[src/rtl/mem_seq.sv]
// rtl/mem_seq.sv - CPU-to-memory access sequencer (IDLE/SETUP/ACCESS/DONE)
// Routes each request to chip RAM or external SRAM with per-target wait states.
module mem_seq #(
  parameter logic [15:0] SRAM_BASE = 16'h8000,
  parameter int unsigned SRAM_WAIT = 2,
  parameter int unsigned CHIP_WAIT = 0
) (
  input  logic        clk,
  input  logic        rst,
  input  logic        CPUreq,
  input  logic        CPUwe,
  input  logic [15:0] CPUaddr,
  input  logic [15:0] CPUwdata,
  input  logic [1:0]  CPUbe,
  output logic [15:0] CPUrdata,
  output logic        CPUack,
  output logic        CPUbusy,
  output logic [15:0] MEMaddr,
  output logic [15:0] MEMwrite,
  output logic [1:0]  MEMbe,
  output logic        MEMwe,
  output logic        sel,
  input  logic [15:0] MEMread
);

  typedef enum logic [1:0] {
    IDLE   = 2'd0,
    SETUP  = 2'd1,
    ACCESS = 2'd2,
    DONE   = 2'd3
  } state_t;

  localparam logic [3:0] SramWait = 4'(SRAM_WAIT);
  localparam logic [3:0] ChipWait = 4'(CHIP_WAIT);

  state_t      state_q;
  logic [3:0]  cnt_q;
  logic        we_q;
  logic [15:0] rdata_q;
  logic        ack_q;
  logic        busy_q;
  logic [15:0] addr_q;
  logic [15:0] wdata_q;
  logic [1:0]  be_q;
  logic        mem_we_q;
  logic        sel_q;
  logic        sram_hit_d;

  assign sram_hit_d = (CPUaddr >= SRAM_BASE);

  always_ff @(posedge clk or posedge rst) begin
    if (rst) begin
      state_q  <= IDLE;
      cnt_q    <= 4'd0;
      we_q     <= 1'b0;
      rdata_q  <= 16'd0;
      ack_q    <= 1'b0;
      busy_q   <= 1'b0;
      addr_q   <= 16'd0;
      wdata_q  <= 16'd0;
      be_q     <= 2'b00;
      mem_we_q <= 1'b0;
      sel_q    <= 1'b0;
    end else begin
      case (state_q)
        IDLE: begin
          ack_q    <= 1'b0;
          mem_we_q <= 1'b0;
          if (CPUreq) begin
            state_q <= SETUP;
            busy_q  <= 1'b1;
            addr_q  <= CPUaddr;
            wdata_q <= CPUwdata;
            we_q    <= CPUwe;
            // Reads always fetch the full word; byte lanes only matter on writes.
            be_q    <= CPUwe ? CPUbe : 2'b11;
            sel_q   <= sram_hit_d;
          end else begin
            busy_q <= 1'b0;
            be_q   <= 2'b00;
            sel_q  <= 1'b0;
          end
        end
        SETUP: begin
          state_q  <= ACCESS;
          cnt_q    <= sel_q ? SramWait : ChipWait;
          mem_we_q <= we_q;
        end
        ACCESS: begin
          if (cnt_q != 4'd0) begin
            cnt_q <= cnt_q - 4'd1;
          end else begin
            state_q  <= DONE;
            mem_we_q <= 1'b0;
            ack_q    <= 1'b1;
            if (!we_q) begin
              rdata_q <= MEMread;
            end
          end
        end
        DONE: begin
          state_q <= IDLE;
          ack_q   <= 1'b0;
          busy_q  <= 1'b0;
          be_q    <= 2'b00;
          sel_q   <= 1'b0;
        end
        default: state_q <= IDLE;
      endcase
    end
  end

  assign CPUrdata = rdata_q;
  assign CPUack   = ack_q;
  assign CPUbusy  = busy_q;
  assign MEMaddr  = addr_q;
  assign MEMwrite = wdata_q;
  assign MEMbe    = be_q;
  assign MEMwe    = mem_we_q;
  assign sel      = sel_q;

endmodule

[config.mk]
export PLATFORM = sky130hd
export DESIGN_NAME = mem_seq
export DESIGN_NICKNAME = d
export VERILOG_FILES = /design/src/rtl/mem_seq.sv
export SDC_FILE = /design/constraint.sdc
export NUM_CORES = 1
export LEC_CHECK = 0
export CAP_MARGIN = 20
export CELL_PAD_IN_SITES_DETAIL_PLACEMENT = 1
export CELL_PAD_IN_SITES_GLOBAL_PLACEMENT = 1
export CORE_MARGIN = 4
export CORE_UTILIZATION = 29
export DETAILED_ROUTE_END_ITERATION = 16
export PLACE_DENSITY_LB_ADDON = 0.05
export SETUP_SLACK_MARGIN = 0.05
export SLEW_MARGIN = 30
export SYNTH_ARGS = -nofsm -noshare
export SYNTH_HDL_FRONTEND = slang
export SYNTH_SLANG_ARGS = --single-unit
[constraint.sdc]
create_clock -name clk -period 2.3 [get_ports clk]
set_input_delay 0.69 -clock clk [delete_from_list [all_inputs] [get_ports clk]]
set_output_delay 0.69 -clock clk [all_outputs]
set_load 0.01 [all_outputs]
==> qor.txt, run 1 <==
PLACE
--------------------------------------------------------------------------------------
Buffers added on ports                                                             107
Detailed-placement wirelength estimate                                         4426 µm
Last weighted congestion value of the routability-driven placer                 0.6727

FLOORPLANNING
--------------------------------------------------------------------------------------
I/O pin count                                                                      108
Chip height                                                                   100.7 µm
Core region area                                                              8299 µm²
Standard-cell rows                                                                  33
Starting density of the core                                                    0.3003
Die X-Extent                                                                  100.7 µm
Die outline area                                                             10140 µm²

TIMING
--------------------------------------------------------------------------------------
Tightest slew margin relative to the limit                                      0.7556
Minimum clock period                                                           2058 ps
Peak clock frequency supported by timing                                    0.4858 GHz
Setup TNS after final layout                                                      0 ps
Tcrit/Tclk final                                                                0.8949
Max-slew violation count                                                             0
Unrepaired setup endpoints after global routing                                     no
Worst setup skew after layout                                                 5.419 ps
Final hold violation count                                                           0
Final setup vio count                                                                0
Slew of the pin with the lowest slew margin                                   366.5 ps

DETAILED ROUTING
--------------------------------------------------------------------------------------
1st-iter DRT viols                                                                  40
Remaining DRCs                                                                       0
Number of nets with antenna violations after detailed routing                        0
Via count                                                                         1767
Vias per Instance                                                                4.462
Final WL                                                                       6216 µm
Detail-routed net length per standard cell                                    15.70 µm
First-pass iteration count of the detailed router                                    2

GLOBAL ROUTING
--------------------------------------------------------------------------------------
Number of global-route vias before repair                                         1968
GR Overflow Total                                                                    0
Global-route wire length before repair                                        10260 µm
Initial antenna violation count                                                      0
Maximum number of pins on one net before global-route repair                        62
Overall fraction of global-route tracks in use                                  0.1321

SETUP PATH
--------------------------------------------------------------------------------------
Register-to-register setup slack                                                240 ps
Worst path required time                                                       2510 ps
CP Data Arrival Time                                                           2270 ps
Critical path class                                                            reg2reg
Startpoint type of the worst setup path                                       register
Sort of element at the end of the critical path                               register
Critical path peak fanout                                                            8

SYNTH
--------------------------------------------------------------------------------------
Netlist Area Pre-Place                                                        2492 µm²
Flip-flop and latch count after synthesis                                           61
Number of distinct standard cells referenced by the synthesized netlist             29
Sequential element share of the synthesized area                                0.6124
Mapped Nets                                                                        230
Synth warn                                                                           0
Post-synthesis cell count                                                          170
Average cell area after synthesis                                            14.66 µm²

LAYOUT
--------------------------------------------------------------------------------------
Filler instances                                                                   875
Area taken by multi-input logic gates                                        894.6 µm²
FF+latch area                                                                 1526 µm²
Fraction of final layout cells with drive strength greater than 1               0.2509
Leading cell type in the layout, fill and taps excluded                   sky130_fd_sc_hd__clkdlybuf4s50_1
# diodes                                                                             0
Area growth syn-to-layout                                                       58.48%
Layout Nets                                                                        346
Most frequent cells in the layout                                         107 x sky130_fd_sc_hd__clkdlybuf4s50_1, 61 x sky130_fd_sc_hd__dfrtp_1, 50 x sky130_fd_sc_hd__mux2_2

CLOCKING
--------------------------------------------------------------------------------------
Cell chosen for the clock root                                            sky130_fd_sc_hd__clkbuf_8
Post-CTS resize count                                                                0
Quantity of hold-fixing buffers added after cts                                      0
Number of buffers inserted during clock tree synthesis                               9
Deepest clock path buffer count                                                      2
Clock latency on the worst-skew pair                                            330 ps
Post-CTS setup repair buffer count                                                   0
# clock sinks                                                                       61
CTS tree                                                                          done
CTS HTree Levels                                                                     3
CTS clk-pin slew, worst paths                                                    70 ps

PWR
--------------------------------------------------------------------------------------
Design Power                                                                  5.479 mW
Standby leakage power                                                         1.672 nW
Power Dens Cells                                                           1387 nW/µm²
IR drop worst, VDD                                                         0.0004580 V

STATUS
--------------------------------------------------------------------------------------
Result of the run                                                         finished clean

RUN
--------------------------------------------------------------------------------------
Max Cap Viol                                                                         0

HOLD PATH
--------------------------------------------------------------------------------------
Min-delay worst type                                                           reg2reg

metrics by stage:
step	std cells	util	hold slack (ps)	worst slack (ps)	cell area, µm²
4_1_cts	396	0.4760	503.0	226.4	3950
2_1_floorplan	170	-	444.7	96.96	2492
3_5_place_dp	380	0.4488	486.6	244.2	3725
3_3_place_gp	380	0.4488	466.3	304.6	3725
6_report	396	0.4760	494.4	241.6	3950
5_1_grt	396	0.4760	526.1	144.3	3950
critical path, stage by stage, from the launching register on:
cell and delay, ps:
sky130_fd_sc_hd__dfrtp_1 380, sky130_fd_sc_hd__inv_1 140, sky130_fd_sc_hd__ha_1 200, sky130_fd_sc_hd__or3b_1 420, sky130_fd_sc_hd__buf_4 200, sky130_fd_sc_hd__a21oi_1 240, sky130_fd_sc_hd__mux2_2 370
power by group:
group	internal [mW]	switching [mW]	leakage [nW]	total, mW
registers	1.61	0.296	0.740	1.90
logic	1.53	0.973	0.816	2.51
clock network	0.666	0.402	0.116	1.07
Yosys cell counts:
master | instances | area (µm²)
sky130_fd_sc_hd__mux2_2 | 50 | 563.0
sky130_fd_sc_hd__o211ai_1 | 2 | 15.01
sky130_fd_sc_hd__o22a_1 | 1 | 8.760
sky130_fd_sc_hd__a21oi_1 | 3 | 15.01
sky130_fd_sc_hd__dfrtp_1 | 61 | 1526
sky130_fd_sc_hd__nand3b_1 | 1 | 7.510
sky130_fd_sc_hd__clkbuf_1 | 2 | 7.510
sky130_fd_sc_hd__xnor2_1 | 1 | 8.760
sky130_fd_sc_hd__a21o_1 | 1 | 7.510
sky130_fd_sc_hd__a211oi_1 | 1 | 7.510
sky130_fd_sc_hd__a311oi_1 | 1 | 8.760
sky130_fd_sc_hd__buf_8 | 1 | 15.01
sky130_fd_sc_hd__nor3b_1 | 1 | 7.510
sky130_fd_sc_hd__nand3_1 | 1 | 5.000
sky130_fd_sc_hd__buf_1 | 3 | 11.26
sky130_fd_sc_hd__nor3_1 | 1 | 5.000
sky130_fd_sc_hd__or4b_2 | 1 | 10.01
sky130_fd_sc_hd__buf_6 | 1 | 11.26
sky130_fd_sc_hd__nor3b_4 | 1 | 18.77
sky130_fd_sc_hd__or3b_1 | 1 | 8.760
sky130_fd_sc_hd__nand2b_1 | 3 | 18.77
sky130_fd_sc_hd__nor2b_1 | 4 | 25.02
sky130_fd_sc_hd__ha_1 | 6 | 75.07
sky130_fd_sc_hd__o31ai_1 | 3 | 22.52
sky130_fd_sc_hd__mux2i_1 | 1 | 10.01
sky130_fd_sc_hd__nand2_1 | 8 | 30.03
sky130_fd_sc_hd__o21ai_0 | 2 | 10.01
sky130_fd_sc_hd__inv_1 | 7 | 26.28
sky130_fd_sc_hd__a31oi_1 | 1 | 6.260
area by class of cell:
cell class,instances,area share
sequential,61,0.3864
tap,105,0.03326
clock buffer,12,0.03928
timing repair buffer,112,0.2901
inverter,7,0.006652
clock inverter,4,0.01774
multi-input combinational,95,0.2265
cells by family after synthesis:
group	synth area share
flip-flops	0.6124
multiplexers	0.2299
AND/OR/NAND/NOR	0.05472
AO/OA/AOI/OAI	0.04066
buffers and inverters	0.02862
adder cells (fa/ha/maj)	0.03012
XOR/XNOR	0.003515
final timing paths:
check                                     start                       to  cells past startpoint
hold / removal              CPUbusy$_DFFE_PP0P_      CPUbusy$_DFFE_PP0P_                      2
max in group asynchronous                   rst   MEMaddr[5]$_DFFE_PP0P_                      3
setup / recovery           cnt_q[0]$_DFFE_PP0P_   state_q[1]$_DFFE_PP0P_                      6
setup reg to reg           cnt_q[0]$_DFFE_PP0P_   state_q[1]$_DFFE_PP0P_                      6
min in group asynchronous                   rst  MEMwrite[8]$_DFFE_PP0P_                      3
hold reg to reg             CPUbusy$_DFFE_PP0P_      CPUbusy$_DFFE_PP0P_                      2
registers in the layout, indices dropped and copies added, names as in the netlist, 2 cells and up:
name	cells
MEMwrite	16
state_q	2
MEMbe	2
CPUrdata	16
MEMaddr	16
cnt_q	4
layer usage:
layer  up-vias  global-route usage  share of wire
li1        823                   -              -
met1       872              0.1609           0.40
met2        65              0.2030           0.48
met3         7             0.05606          0.098
met4         0             0.05907          0.014
met5         -                   0              0
No activity file was read; power rests on OpenSTA's default activity.
==> run 2, diff against run 1 <==
--- a/config.mk
+++ b/config.mk
@@ -10,6 +10,7 @@
 export CELL_PAD_IN_SITES_GLOBAL_PLACEMENT = 1
 export CORE_MARGIN = 4
 export CORE_UTILIZATION = 29
+export CTS_BUF_LIST = sky130_fd_sc_hd__clkbuf_16
 export DETAILED_ROUTE_END_ITERATION = 16
 export PLACE_DENSITY_LB_ADDON = 0.05
 export SETUP_SLACK_MARGIN = 0.05
==> run 2 against run 1 <==
Compared with the run above:
- global-route usage is essentially flat
- first-iteration DRC count shrank 7.5%
- critical path depth is the same
- combinational power is essentially flat
- setup slack lost 4.9 ps
- cell area grew 2.1%
- critical path type unchanged
==> qor.txt, run 2 (same netlist as run 1, synthesis figures left out) <==
SETUP PATH
--------------------------------------------------------------------------------
Worst-path cell chain                                               inv_1 -> ha_1 -> or3b_1 -> buf_4 -> a21oi_1 -> mux2_2
Startpoint type of the worst setup path                                 register
Slowest CP cell                                                     sky130_fd_sc_hd__or3b_1
Critical path class                                                      reg2reg
Crit path buffers/inverters                                                    2   unchanged
CP Data Arrival Time                                                     2270 ps   about the same
WP depth                                                                       6   unchanged
Worst flop-to-flop path endpoint                                    state_q[1]$_DFFE_PP0P_
Capture point of the critical path                                  state_q[1]$_DFFE_PP0P_
Worst path required time                                                 2500 ps   about the same
Register-to-register setup slack                                          240 ps   about the same
Setup crit start                                                    cnt_q[0]$_DFFE_PP0P_
Delay of the slowest critical-path stage                                  420 ps   about the same
Critical path peak fanout                                                      8   unchanged
Top cell family by delay on the critical path                       simple AND/OR/NAND/NOR gates
FF-to-FF Start                                                      cnt_q[0]$_DFFE_PP0P_
Sort of element at the end of the critical path                         register
R2r worst-path depth                                                           6   unchanged

DETAILED ROUTING
--------------------------------------------------------------------------------
Number of nets with antenna violations after detailed routing                  0   unchanged
First-pass iteration count of the detailed router                              4   +2
Remaining DRCs                                                                 0   unchanged
Vias per Instance                                                          4.485   +0.51%
Final WL                                                                 6229 µm   +0.21%
Via count                                                                   1776   +0.51%
1st-iter DRT viols                                                            37   -7.5%
Detail-routed net length per standard cell                              15.73 µm   +0.21%

FLOORPLANNING
--------------------------------------------------------------------------------
Starting density of the core                                              0.3003   unchanged
Die outline area                                                       10140 µm²   unchanged
Die X-Extent                                                            100.7 µm   unchanged
I/O pin count                                                                108   unchanged
Chip height                                                             100.7 µm   unchanged
Standard-cell rows                                                            33   unchanged
Core region area                                                        8299 µm²   unchanged

CLOCKING
--------------------------------------------------------------------------------
Clock latency on the worst-skew pair                                      320 ps   about the same
Cell chosen for the clock root                                      sky130_fd_sc_hd__clkbuf_16
CTS HTree Levels                                                               3   unchanged
Number of buffers inserted during clock tree synthesis                         9   unchanged
Quantity of hold-fixing buffers added after cts                                0   unchanged
Post-CTS resize count                                                          0   unchanged
Deepest clock path buffer count                                                2   unchanged
Post-CTS setup repair buffer count                                             0   unchanged
CTS tree                                                                    done
# clock sinks                                                                 61   unchanged
CTS clk-pin slew, worst paths                                              50 ps   -20 ps

GLOBAL ROUTING
--------------------------------------------------------------------------------
Initial antenna violation count                                                0   unchanged
GR Overflow Total                                                              0   unchanged
Most utilized layer in the global route result                              met2
Global Route met2 Usage                                                   0.2000   -0.003038
Met3 track demand over resource in global routing                        0.06021   +0.004152
Met1 track utilization from global routing                                0.1586   -0.002249
Number of global-route vias before repair                                   1939   -1.5%
Maximum number of pins on one net before global-route repair                  62   unchanged
Overall fraction of global-route tracks in use                            0.1322   about the same
Global-route wire length before repair                                  10150 µm   -1.1%

PWR
--------------------------------------------------------------------------------
Standby leakage power                                                   1.711 nW   +2.3%
Power Dens Cells                                                     1437 nW/µm²   +3.6%
IR drop worst, VDD                                                   0.0005102 V   +11%
Design Power                                                            5.792 mW   +5.7%

TIMING
--------------------------------------------------------------------------------
Unrepaired setup endpoints after global routing                               no
Setup TNS after final layout                                                0 ps   unchanged
Slew of the pin with the lowest slew margin                             371.4 ps   +4.871 ps
Tightest slew margin relative to the limit                                0.7524   -0.003247
Final setup vio count                                                          0   unchanged
Max-slew violation count                                                       0   unchanged
Minimum clock period                                                     2063 ps   +4.868 ps
Peak clock frequency supported by timing                              0.4847 GHz   -0.24%
Final hold violation count                                                     0   unchanged
Worst setup skew after layout                                           4.027 ps   -1.391 ps
Worst-case hold slack                                                   492.5 ps   -1.946 ps
Tcrit/Tclk final                                                          0.8971   +0.002117

PLACE
--------------------------------------------------------------------------------
Last weighted congestion value of the routability-driven placer           0.6727   unchanged
# placed instances                                                           380   unchanged
Buffers added on ports                                                       107   unchanged
Detailed-placement wirelength estimate                                   4426 µm   unchanged

RUN
--------------------------------------------------------------------------------
Max Cap Viol                                                                   0   unchanged

LAYOUT
--------------------------------------------------------------------------------
Post-route insts no fill                                                     396   unchanged
Most frequent cells in the layout                                   107 x sky130_fd_sc_hd__clkdlybuf4s50_1, 61 x sky130_fd_sc_hd__dfrtp_1, 50 x sky130_fd_sc_hd__mux2_2
# diodes                                                                       0   unchanged
Area growth syn-to-layout                                                 61.75%
Leading cell type in the layout, fill and taps excluded             sky130_fd_sc_hd__clkdlybuf4s50_1
Fraction of final layout cells with drive strength greater than 1         0.2440   -0.006873
Post-layout util                                                          0.4858   +0.009799
Layout Nets                                                                  346   unchanged

STATUS
--------------------------------------------------------------------------------
Result of the run                                                   finished clean

HOLD PATH
--------------------------------------------------------------------------------
Min-delay worst type                                                     reg2reg

==> run 2: cell count changes in the layout (fill, tap and decap cells not counted), sizes merged <==
| cell | previous run | this run |
|---|---|---|
| clkbuf | 12 | 9 |
| clkinv | 2 | 4 |
| inv | 7 | 8 |
==> run 2: worst min-delay path by stage <==
stage,endpoint,slack (ps),cells past startpoint,from
final,CPUbusy$_DFFE_PP0P_,490,2,CPUbusy$_DFFE_PP0P_
after global routing,MEMwrite[11]$_DFFE_PP0P_,520,1,MEMwrite[11]$_DFFE_PP0P_
after CTS,CPUbusy$_DFFE_PP0P_,500,2,CPUbusy$_DFFE_PP0P_
after detailed placement,CPUbusy$_DFFE_PP0P_,490,2,CPUbusy$_DFFE_PP0P_
after global placement,CPUbusy$_DFFE_PP0P_,470,2,CPUbusy$_DFFE_PP0P_
after floorplan,cnt_q[3]$_DFFE_PP0P_,440,1,cnt_q[3]$_DFFE_PP0P_
==> run 2: area by class of cell <==
| type | count | area (µm²) |
|---|---|---|
| Fill cell | 881 | 4268 |
| Sequential cell | 61 | 1526 |
| Timing Repair Buffer | 112 | 1146 |
| Multi-Input combinational cell | 95 | 894.6 |
| Clock buffer | 9 | 225.2 |
| Tap cell | 105 | 131.4 |
| Clock inverter | 7 | 81.33 |
| Inverter | 7 | 26.28 |
==> run 2: routing by layer <==
layer / wire length (µm) / vias to the layer above
met5: 0 / -
met4: 103 / 0
met3: 621 / 9
met2: 3010 / 67
met1: 2494 / 872
li1: - / 828
==> run 2: worst min-delay path: cells and delay by family (launching register included) <==
| family | cells | cell delay [ps] |
|---|---|---|
| AO/OA/AOI/OAI | 1 | 60 |
| flip-flops | 1 | 350 |
| AND/OR/NAND/NOR | 1 | 50 |
==> run 2: per-stage QoR <==
stage | worst slack (ps) | area [µm²]
finish | 236.8 | 4031
global route | 118.7 | 4031
CTS | 215.7 | 4031
detailed placement | 244.2 | 3725
global placement | 304.6 | 3725
floorplan | 96.96 | 2492
==> run 2: report_power, final <==
| part | switching (mW) | internal, mW |
|---|---|---|
| combinational | 0.974 | 1.53 |
| sequential | 0.296 | 1.61 |
| clock | 0.446 | 0.931 |
| total | 1.72 | 4.08 |
